==> src/rtl/cobra_memmap_if.sv <==
// ----------------------------------------------------------------------------
// cobra_memmap_if
//
// Purpose:
//   Bundles the tv80s-side bus between the CPU core and the memory/I-O map
//   controller. The CPU drives address, strobes and write data. The map
//   controller returns read data and the wait request.
//
// Signals:
//   addr_raw  CPU address (ADDR_W bits)
//   mreq_n    memory request, active low
//   iorq_n    I/O request, active low
//   rd_n      read strobe, active low
//   wr_n      write strobe, active low
//   m1_n      opcode fetch cycle marker, active low
//   cpu_dout  CPU write data
//   cpu_din   CPU read data
//   wait_n    CPU wait request, active low
//
// Modports:
//   master  CPU side
//   slave   map controller side
// ----------------------------------------------------------------------------
interface cobra_memmap_if #(
    parameter int ADDR_W = 16
);
    logic [ADDR_W-1:0] addr_raw;
    logic              mreq_n;
    logic              iorq_n;
    logic              rd_n;
    logic              wr_n;
    logic              m1_n;
    logic [7:0]        cpu_dout;
    logic [7:0]        cpu_din;
    logic              wait_n;

    modport master (
        output addr_raw, mreq_n, iorq_n, rd_n, wr_n, m1_n, cpu_dout,
        input  cpu_din, wait_n
    );

    modport slave (
        input  addr_raw, mreq_n, iorq_n, rd_n, wr_n, m1_n, cpu_dout,
        output cpu_din, wait_n
    );
endinterface

==> src/rtl/cobra_memmap.sv <==
// ----------------------------------------------------------------------------
// cobra_memmap
//
// Purpose:
//   Memory and I/O map controller between the tv80s core and the Cobra1
//   memory and peripheral set. It provides the following functions:
//     - a boot overlay that ORs RELOC_OR into the address until the CPU
//       writes RELOC_PORT. Release is either immediate, or deferred until
//       the next opcode fetch completes (RELOC_MODE).
//     - ROM / VRAM / RAM region decode, with write steering and ROM write
//       protection through a sticky error flag.
//     - per-region wait states, counted from the start of a memory access.
//     - an IO_PORTS-way I/O read mux with one-cycle read strobes.
//
// Ports:
//   clk_cpu       CPU clock
//   rst_n         asynchronous active-low reset
//   bus           CPU bus (slave modport): address, strobes, data, wait_n
//   ram_di        RAM read data
//   rom_di        ROM read data
//   vram_di       VRAM read data
//   io_di         packed I/O read data; source k is at [8k+7:8k]
//   mem_a         relocated address to RAM/VRAM
//   rom_a         ROM address (unrelocated low bits of addr_raw)
//   ram_w         RAM write enable
//   vram_w        VRAM write enable
//   io_rd_stb     one-cycle read strobe per I/O source
//   reloc_active  overlay is in effect
//   rom_wr_err    sticky flag: a write to ROM was attempted
// ----------------------------------------------------------------------------
module cobra_memmap #(
    parameter int              ADDR_W     = 16,
    parameter logic [ADDR_W-1:0] ROM_BASE = 16'hC000,
    parameter int              ROM_AW     = 11,
    parameter logic [ADDR_W-1:0] VRAM_BASE = 16'hF800,
    parameter logic [ADDR_W-1:0] RELOC_OR  = 16'hC000,
    parameter logic [7:0]      RELOC_PORT = 8'h1F,
    parameter int              RELOC_MODE = 0,
    parameter int              IO_PORTS   = 4,
    parameter logic [7:0]      IO_BASE    = 8'hFC,
    parameter int              ROM_WAIT   = 0,
    parameter int              VRAM_WAIT  = 1
) (
    input  logic                  clk_cpu,
    input  logic                  rst_n,
    cobra_memmap_if.slave         bus,
    input  logic [7:0]            ram_di,
    input  logic [7:0]            rom_di,
    input  logic [7:0]            vram_di,
    input  logic [8*IO_PORTS-1:0] io_di,
    output logic [ADDR_W-1:0]     mem_a,
    output logic [ROM_AW-1:0]     rom_a,
    output logic                  ram_w,
    output logic                  vram_w,
    output logic [IO_PORTS-1:0]   io_rd_stb,
    output logic                  reloc_active,
    output logic                  rom_wr_err
);

    typedef enum logic [1:0] {
        ST_BOOT,
        ST_ARMED,
        ST_NORMAL
    } reloc_state_t;

    typedef enum logic [1:0] {
        REG_RAM,
        REG_ROM,
        REG_VRAM
    } region_t;

    reloc_state_t        state_q, state_d;
    region_t             region;
    logic [2:0]          region_wait;
    logic [2:0]          wait_cnt;
    logic                mreq_n_q, iorq_n_q, m1_n_q;
    logic                acc_start, io_start, trigger, m1_end;
    logic [IO_PORTS-1:0] io_hit;
    logic [7:0]          io_data;
    logic                unused_ok;

    // The write data passes straight to the memories outside this block.
    assign unused_ok = ^bus.cpu_dout;

    assign reloc_active = (state_q != ST_NORMAL);
    assign mem_a        = reloc_active ? (bus.addr_raw | RELOC_OR) : bus.addr_raw;
    assign rom_a        = bus.addr_raw[ROM_AW-1:0];

    // Region decode on the relocated address: ROM wins over VRAM.
    // ROM_BASE is aligned, so an upper-bit match is the whole range test.
    always_comb begin
        region      = REG_RAM;
        region_wait = 3'd0;
        if (mem_a[ADDR_W-1:ROM_AW] == ROM_BASE[ADDR_W-1:ROM_AW]) begin
            region      = REG_ROM;
            region_wait = 3'(ROM_WAIT);
        end else if (mem_a >= VRAM_BASE) begin
            region      = REG_VRAM;
            region_wait = 3'(VRAM_WAIT);
        end
    end

    // I/O source select. Sources that do not match read back as 8'hFF.
    always_comb begin
        io_hit  = '0;
        io_data = 8'hFF;
        for (int k = 0; k < IO_PORTS; k++) begin
            if (bus.addr_raw[7:0] == 8'(IO_BASE + k)) begin
                io_hit[k] = 1'b1;
                io_data   = io_di[8*k +: 8];
            end
        end
    end

    // Read data mux
    always_comb begin
        bus.cpu_din = 8'hFF;
        if (!bus.mreq_n) begin
            case (region)
                REG_ROM:  bus.cpu_din = rom_di;
                REG_VRAM: bus.cpu_din = vram_di;
                default:  bus.cpu_din = ram_di;
            endcase
        end else if (!bus.iorq_n && !bus.rd_n) begin
            bus.cpu_din = io_data;
        end
    end

    assign ram_w  = ~bus.mreq_n & ~bus.wr_n & (region == REG_RAM);
    assign vram_w = ~bus.mreq_n & ~bus.wr_n & (region == REG_VRAM);

    assign acc_start = ~bus.mreq_n & mreq_n_q;
    assign io_start  = ~bus.iorq_n & iorq_n_q & ~bus.rd_n;
    assign trigger   = ~bus.iorq_n & ~bus.wr_n & (bus.addr_raw[7:0] == RELOC_PORT);
    assign m1_end    = bus.m1_n & ~m1_n_q & ~mreq_n_q;

    // wait_n is gated by rst_n so that a reset taken mid-access releases
    // the CPU at once, even though mreq_n may still be low.
    assign bus.wait_n = ~(rst_n & ((acc_start & (region_wait != 3'd0)) | (wait_cnt != 3'd0)));

    // Strobe history used to find access starts and the end of an M1 fetch
    always_ff @(posedge clk_cpu or negedge rst_n) begin
        if (!rst_n) begin
            mreq_n_q <= 1'b1;
            iorq_n_q <= 1'b1;
            m1_n_q   <= 1'b1;
        end else begin
            mreq_n_q <= bus.mreq_n;
            iorq_n_q <= bus.iorq_n;
            m1_n_q   <= bus.m1_n;
        end
    end

    // The start cycle already drives wait_n low, so the counter holds the
    // remaining W-1 cycles. Later address changes do not reload it.
    always_ff @(posedge clk_cpu or negedge rst_n) begin
        if (!rst_n) begin
            wait_cnt <= 3'd0;
        end else if (acc_start && region_wait != 3'd0) begin
            wait_cnt <= region_wait - 3'd1;
        end else if (wait_cnt != 3'd0) begin
            wait_cnt <= wait_cnt - 3'd1;
        end
    end

    // Sticky ROM write flag and registered I/O read strobes
    always_ff @(posedge clk_cpu or negedge rst_n) begin
        if (!rst_n) begin
            rom_wr_err <= 1'b0;
            io_rd_stb  <= '0;
        end else begin
            if (!bus.mreq_n && !bus.wr_n && region == REG_ROM) begin
                rom_wr_err <= 1'b1;
            end
            io_rd_stb <= io_hit & {IO_PORTS{io_start}};
        end
    end

    // Overlay state register
    always_ff @(posedge clk_cpu or negedge rst_n) begin
        if (!rst_n) begin
            state_q <= ST_BOOT;
        end else begin
            state_q <= state_d;
        end
    end

    // Overlay next state. ARMED ignores the trigger, so a trigger held for
    // several cycles only advances out of BOOT once.
    always_comb begin
        state_d = state_q;
        case (state_q)
            ST_BOOT: begin
                if (trigger) begin
                    state_d = (RELOC_MODE == 0) ? ST_NORMAL : ST_ARMED;
                end
            end
            ST_ARMED: begin
                if (m1_end) begin
                    state_d = ST_NORMAL;
                end
            end
            default: state_d = ST_NORMAL;
        endcase
    end

endmodule

==> src/flat_wrapper.sv <==
// flat-port wrapper written by rule: the top's interface ports become plain ports
module cobra_memmap_flat 
#(
    parameter int              ADDR_W     = 16,
    parameter logic [ADDR_W-1:0] ROM_BASE = 16'hC000,
    parameter int              ROM_AW     = 11,
    parameter logic [ADDR_W-1:0] VRAM_BASE = 16'hF800,
    parameter logic [ADDR_W-1:0] RELOC_OR  = 16'hC000,
    parameter logic [7:0]      RELOC_PORT = 8'h1F,
    parameter int              RELOC_MODE = 0,
    parameter int              IO_PORTS   = 4,
    parameter logic [7:0]      IO_BASE    = 8'hFC,
    parameter int              ROM_WAIT   = 0,
    parameter int              VRAM_WAIT  = 1
)
  (clk_cpu, rst_n, ram_di, rom_di, vram_di, io_di, mem_a, rom_a, ram_w, vram_w, io_rd_stb, reloc_active, rom_wr_err, bus_addr_raw, bus_mreq_n, bus_iorq_n, bus_rd_n, bus_wr_n, bus_m1_n, bus_cpu_dout, bus_cpu_din, bus_wait_n);
  cobra_memmap_if #(.ADDR_W(ADDR_W)) bus_i ();
  input  logic clk_cpu;
  input  logic rst_n;
  input  logic [7:0] ram_di;
  input  logic [7:0] rom_di;
  input  logic [7:0] vram_di;
  input  logic [8*IO_PORTS-1:0] io_di;
  output logic [ADDR_W-1:0] mem_a;
  output logic [ROM_AW-1:0] rom_a;
  output logic ram_w;
  output logic vram_w;
  output logic [IO_PORTS-1:0] io_rd_stb;
  output logic reloc_active;
  output logic rom_wr_err;
  input wire logic [$bits(bus_i.addr_raw)-1:0] bus_addr_raw;
  input wire logic [$bits(bus_i.mreq_n)-1:0] bus_mreq_n;
  input wire logic [$bits(bus_i.iorq_n)-1:0] bus_iorq_n;
  input wire logic [$bits(bus_i.rd_n)-1:0] bus_rd_n;
  input wire logic [$bits(bus_i.wr_n)-1:0] bus_wr_n;
  input wire logic [$bits(bus_i.m1_n)-1:0] bus_m1_n;
  input wire logic [$bits(bus_i.cpu_dout)-1:0] bus_cpu_dout;
  output wire logic [$bits(bus_i.cpu_din)-1:0] bus_cpu_din;
  output wire logic [$bits(bus_i.wait_n)-1:0] bus_wait_n;
  assign bus_i.addr_raw = bus_addr_raw;
  assign bus_i.mreq_n = bus_mreq_n;
  assign bus_i.iorq_n = bus_iorq_n;
  assign bus_i.rd_n = bus_rd_n;
  assign bus_i.wr_n = bus_wr_n;
  assign bus_i.m1_n = bus_m1_n;
  assign bus_i.cpu_dout = bus_cpu_dout;
  assign bus_cpu_din = bus_i.cpu_din;
  assign bus_wait_n = bus_i.wait_n;
  cobra_memmap #(.ADDR_W(ADDR_W), .ROM_BASE(ROM_BASE), .ROM_AW(ROM_AW), .VRAM_BASE(VRAM_BASE), .RELOC_OR(RELOC_OR), .RELOC_PORT(RELOC_PORT), .RELOC_MODE(RELOC_MODE), .IO_PORTS(IO_PORTS), .IO_BASE(IO_BASE), .ROM_WAIT(ROM_WAIT), .VRAM_WAIT(VRAM_WAIT)) u_core (.clk_cpu(clk_cpu), .rst_n(rst_n), .bus(bus_i), .ram_di(ram_di), .rom_di(rom_di), .vram_di(vram_di), .io_di(io_di), .mem_a(mem_a), .rom_a(rom_a), .ram_w(ram_w), .vram_w(vram_w), .io_rd_stb(io_rd_stb), .reloc_active(reloc_active), .rom_wr_err(rom_wr_err));
endmodule
==> config.mk <==
export PLATFORM = sky130hd
export DESIGN_NAME = cobra_memmap_flat
export DESIGN_NICKNAME = d
export VERILOG_FILES = /design/src/rtl/cobra_memmap_if.sv /design/src/rtl/cobra_memmap.sv /design/src/flat_wrapper.sv
export SDC_FILE = /design/constraint.sdc
export NUM_CORES = 1
export LEC_CHECK = 0
export ABC_AREA = 0
export CAP_MARGIN = 20
export CORE_MARGIN = 3
export CORE_UTILIZATION = 29
export DETAILED_ROUTE_END_ITERATION = 8
export GPL_ROUTABILITY_DRIVEN = 0
export PLACE_DENSITY = 0.89
export REMOVE_ABC_BUFFERS = 1
export SYNTH_ARGS = -nofsm -noshare
export SYNTH_HDL_FRONTEND = slang
export SYNTH_SLANG_ARGS = --single-unit
==> constraint.sdc <==
create_clock -name clk_cpu -period 3.7 [get_ports clk_cpu]
set_input_delay 0.74 -clock clk_cpu [delete_from_list [all_inputs] [get_ports clk_cpu]]
set_output_delay 0.74 -clock clk_cpu [all_outputs]
set_load 0.02 [all_outputs]
==> flow_metrics.py, run 1 <==
metrics = {
    "clocking": {
        "clock_path_buffers": 2,
        "ctsRootBufferMaster": "clkbuf_8",
        "clkSinkCount": 11,
        "cts_buffers": 3,
        "clock_latency_ns": 0.23,
        "postCtsHoldBufs": 0,
        "cts_resized": 1,
        "clk_pin_slew_ns": 0.05,
        "h-tree-depth": 1,
        "post-cts-setup-buffers": 0,
        "cts_tree": "built",
    },
    "global_routing": {
        "grt_pass1_vias": 1382,
        "grt_antenna_before_repair": 0,
        "grt_overflow": 0,
        "grt_max_degree": 14,
        "grt_pass1_wl_mm": 6.24,
        "track_usage": 0.178,
    },
    "floorplan": {
        "die_w_um": 67.8,
        "io_pins": 131,
        "coreArea_um2": 3490,
        "start_util": 0.317,
        "die_area_um2": 4600,
        "num_rows": 21,
        "die_y_um": 67.8,
    },
    "sta": {
        "fmax_ghz": 0.283,
        "fin_crit_ns": 3.54,
        "max_slew_margin": 0.609,
        "setup_viol": 0,
        "clock_skew_ns": 0.000412,
        "fin_crit_sh": 0.955,
        "rsz0062_at_grt": "no",
        "slew_viol_final": 0,
        "setup-tns-final_ns": 0,
        "final.setup.worst_slack_ns": 0.165,
        "tightest_slew_ns": 0.585,
        "finalHoldViolations": 0,
    },
    "drt": {
        "drt_iter0_markers": 39,
        "drt_first_pass_iters": 4,
        "finalWirelength_mm": 4.20,
        "antenna_left": 0,
        "vias_per_cell": 4.91,
        "wl_per_cell_um": 15.2,
        "drc": 0,
        "via_count": 1361,
    },
    "critical_path": {
        "worst-endpoint-required_ns": 2.96,
        "cp_max_fo": 8,
        "cp-end-kind": "output port",
        "cp.arrival_ns": 2.80,
        "path_class": "in -> out",
        "rr_startpoint": "u_core.state_q[1]$_DFFE_PN0P_",
        "start_kind": "input pin",
        "rr_worst_depth": 6,
        "rrSetupSlack_ns": 2.10,
        "rr_endpoint": "u_core.wait_cnt[2]$_DFFE_PN0P_",
    },
    "layout": {
        "multi_input_area_um2": 612,
        "final_util": 0.637,
        "layout.nets": 320,
        "regArea_um2": 278,
        "drive_gt1_frac": 0.113,
        "area_delta_synth_final_pct": 101,
        "final_area_um2": 2230,
        "nFillCells": 287,
        "antenna_cells": 0,
    },
    "pwr": {
        "powerDensity_nw_per_um2": 243,
        "p_leak_nw": 0.903,
        "irDropWorstVdd_mv": 0.215,
    },
    "synth": {
        "synth-seq-cells": 11,
        "syn_area_um2": 1110,
        "ys_warn_count": 0,
        "async_flop_share": 1.00,
        "yosys_most_used_dff": "dfrtp_1",
        "synth_cells": 133,
        "synth_edf_count": 0,
        "synth-seq-area-share": 0.251,
        "synth.distinct_cells": 33,
        "avgSynthCellArea_um2": 8.33,
    },
    "place": {
        "postPlaceCellArea_um2": 2170,
        "numPortBuffers": 112,
        "dpl.hpwl_mm": 3.62,
        "post-place-ws_ns": -0.0117,
    },
    "outcome": {
        "status": "finished clean",
    },
    "hold_path": {
        "hp-start": "u_core.rom_wr_err$_DFFE_PN0P_",
        "hp-class": "reg -> reg",
        "min_to": "u_core.rom_wr_err$_DFFE_PN0P_",
        "holdPathStages": 1,
    },
    "flow_run": {
        "maxCapViolations": 0,
    },
}
==> cell families (layout without fill, tap and decap cells) <==
group,Yosys count,in the layout,share of synthesized area
AOI/OAI and AO/OA,40,40,0.267
muxes,8,8,0.0723
DFF,11,11,0.251
buffers and inverters,34,132,0.209
adders and majority gates,1,1,0.0113
and+or+nand+nor,39,39,0.190
==> through the flow <==
step	total power, W	hold slack [ns]	std cells
floorplan	0.000244	0.444	101
finish	0.000542	0.459	277
detailed placement	0.000425	0.447	273
CTS	0.000546	0.458	277
global route	0.000577	0.483	277
global placement	0.000417	0.444	273
==> cells in the final DEF (no fill, tap or decap), drive strengths merged, types with 4 or more instances in the layout <==
master         instances
nand2b                 4
nand2                  9
nor3                   4
dfrtp                  9
a221oi                 8
mux2i                  8
a21oi                  9
clkdlybuf4s50        112
nor2                   7
a211oi                 8
clkbuf                 4
buf                   14
o2bb2ai                8
==> state kept, by name (all words and copies together), names as in the netlist <==
signal,count
u_core.io_rd_stb,4
u_core.wait_cnt,3
u_core.iorq_n_q,1
u_core.mreq_n_q,1
u_core.rom_wr_err,1
u_core.state_q,1
==> metal layers <==
metal	GRT usage	routed length, um	vias up
li1	-	-	667
met1	0.210	1640	607
met2	0.311	2090	83
met3	0.0616	440	4
met4	0.0372	32	0
met5	0	0	-
==> where the power goes <==
group          leakage [nW]  switching, W  internal (W)  total, W
combinational         0.745      0.000111      0.000156  0.000266
clock                0.0228     0.0000415     0.0000753  0.000117
sequential            0.135     0.0000169      0.000142  0.000159
total                 0.903      0.000169      0.000373  0.000542
==> critical path, stage by stage <==
cell             delay [ns]
clkdlybuf4s50_1        0.50
nand3_1                0.11
or4b_4                 0.60
a211oi_1               0.22
a21oi_1                0.06
clkdlybuf4s50_1        0.56
==> worst max path at each step <==
| stage | end | from | slack (ns) | cells past startpoint |
|---|---|---|---|---|
| floorplan | bus_wait_n | bus_addr_raw[14] | 1.03 | 3 |
| global placement | bus_cpu_din[7] | bus_addr_raw[2] | 0.02 | 6 |
| detailed placement | bus_cpu_din[7] | bus_addr_raw[2] | -0.01 | 6 |
| CTS | bus_cpu_din[7] | bus_addr_raw[2] | 0.09 | 6 |
| global route | bus_cpu_din[2] | bus_addr_raw[2] | 0.03 | 6 |
| finish | bus_cpu_din[3] | bus_addr_raw[4] | 0.16 | 6 |
==> area by class of cell <==
class | count | area share
Inverter | 2 | 0.00337
Tap cell | 46 | 0.0259
Timing Repair Buffer | 126 | 0.551
Multi-Input combinational cell | 88 | 0.275
Clock buffer | 4 | 0.0202
Sequential cell | 11 | 0.125
==> Yosys cell counts, types with 2 or more instances <==
library cell | number | area [um^2]
buf_4 | 25 | 188
a21oi_1 | 9 | 45.0
dfrtp_1 | 9 | 225
nand2_1 | 9 | 33.8
a211oi_1 | 8 | 60.1
a221oi_1 | 8 | 70.1
mux2i_1 | 8 | 80.1
o2bb2ai_1 | 8 | 70.1
nor2_1 | 7 | 26.3
nand2b_1 | 4 | 25.0
and2_1 | 3 | 18.8
and3_1 | 3 | 18.8
clkbuf_1 | 3 | 11.3
nand3_1 | 3 | 15.0
nor3_1 | 3 | 15.0
buf_2 | 2 | 10.0
dfstp_2 | 2 | 52.6
nor2b_1 | 2 | 12.5
o21ai_0 | 2 | 10.0
o41ai_1 | 2 | 17.5
(Power assumes the default switching activity.)
==> run 2: changes to the inputs <==
Settings changed: SLEW_MARGIN set to 40.
==> results of run 2 <==
The final DEF is identical to that of run 1; final timing and power are the same.
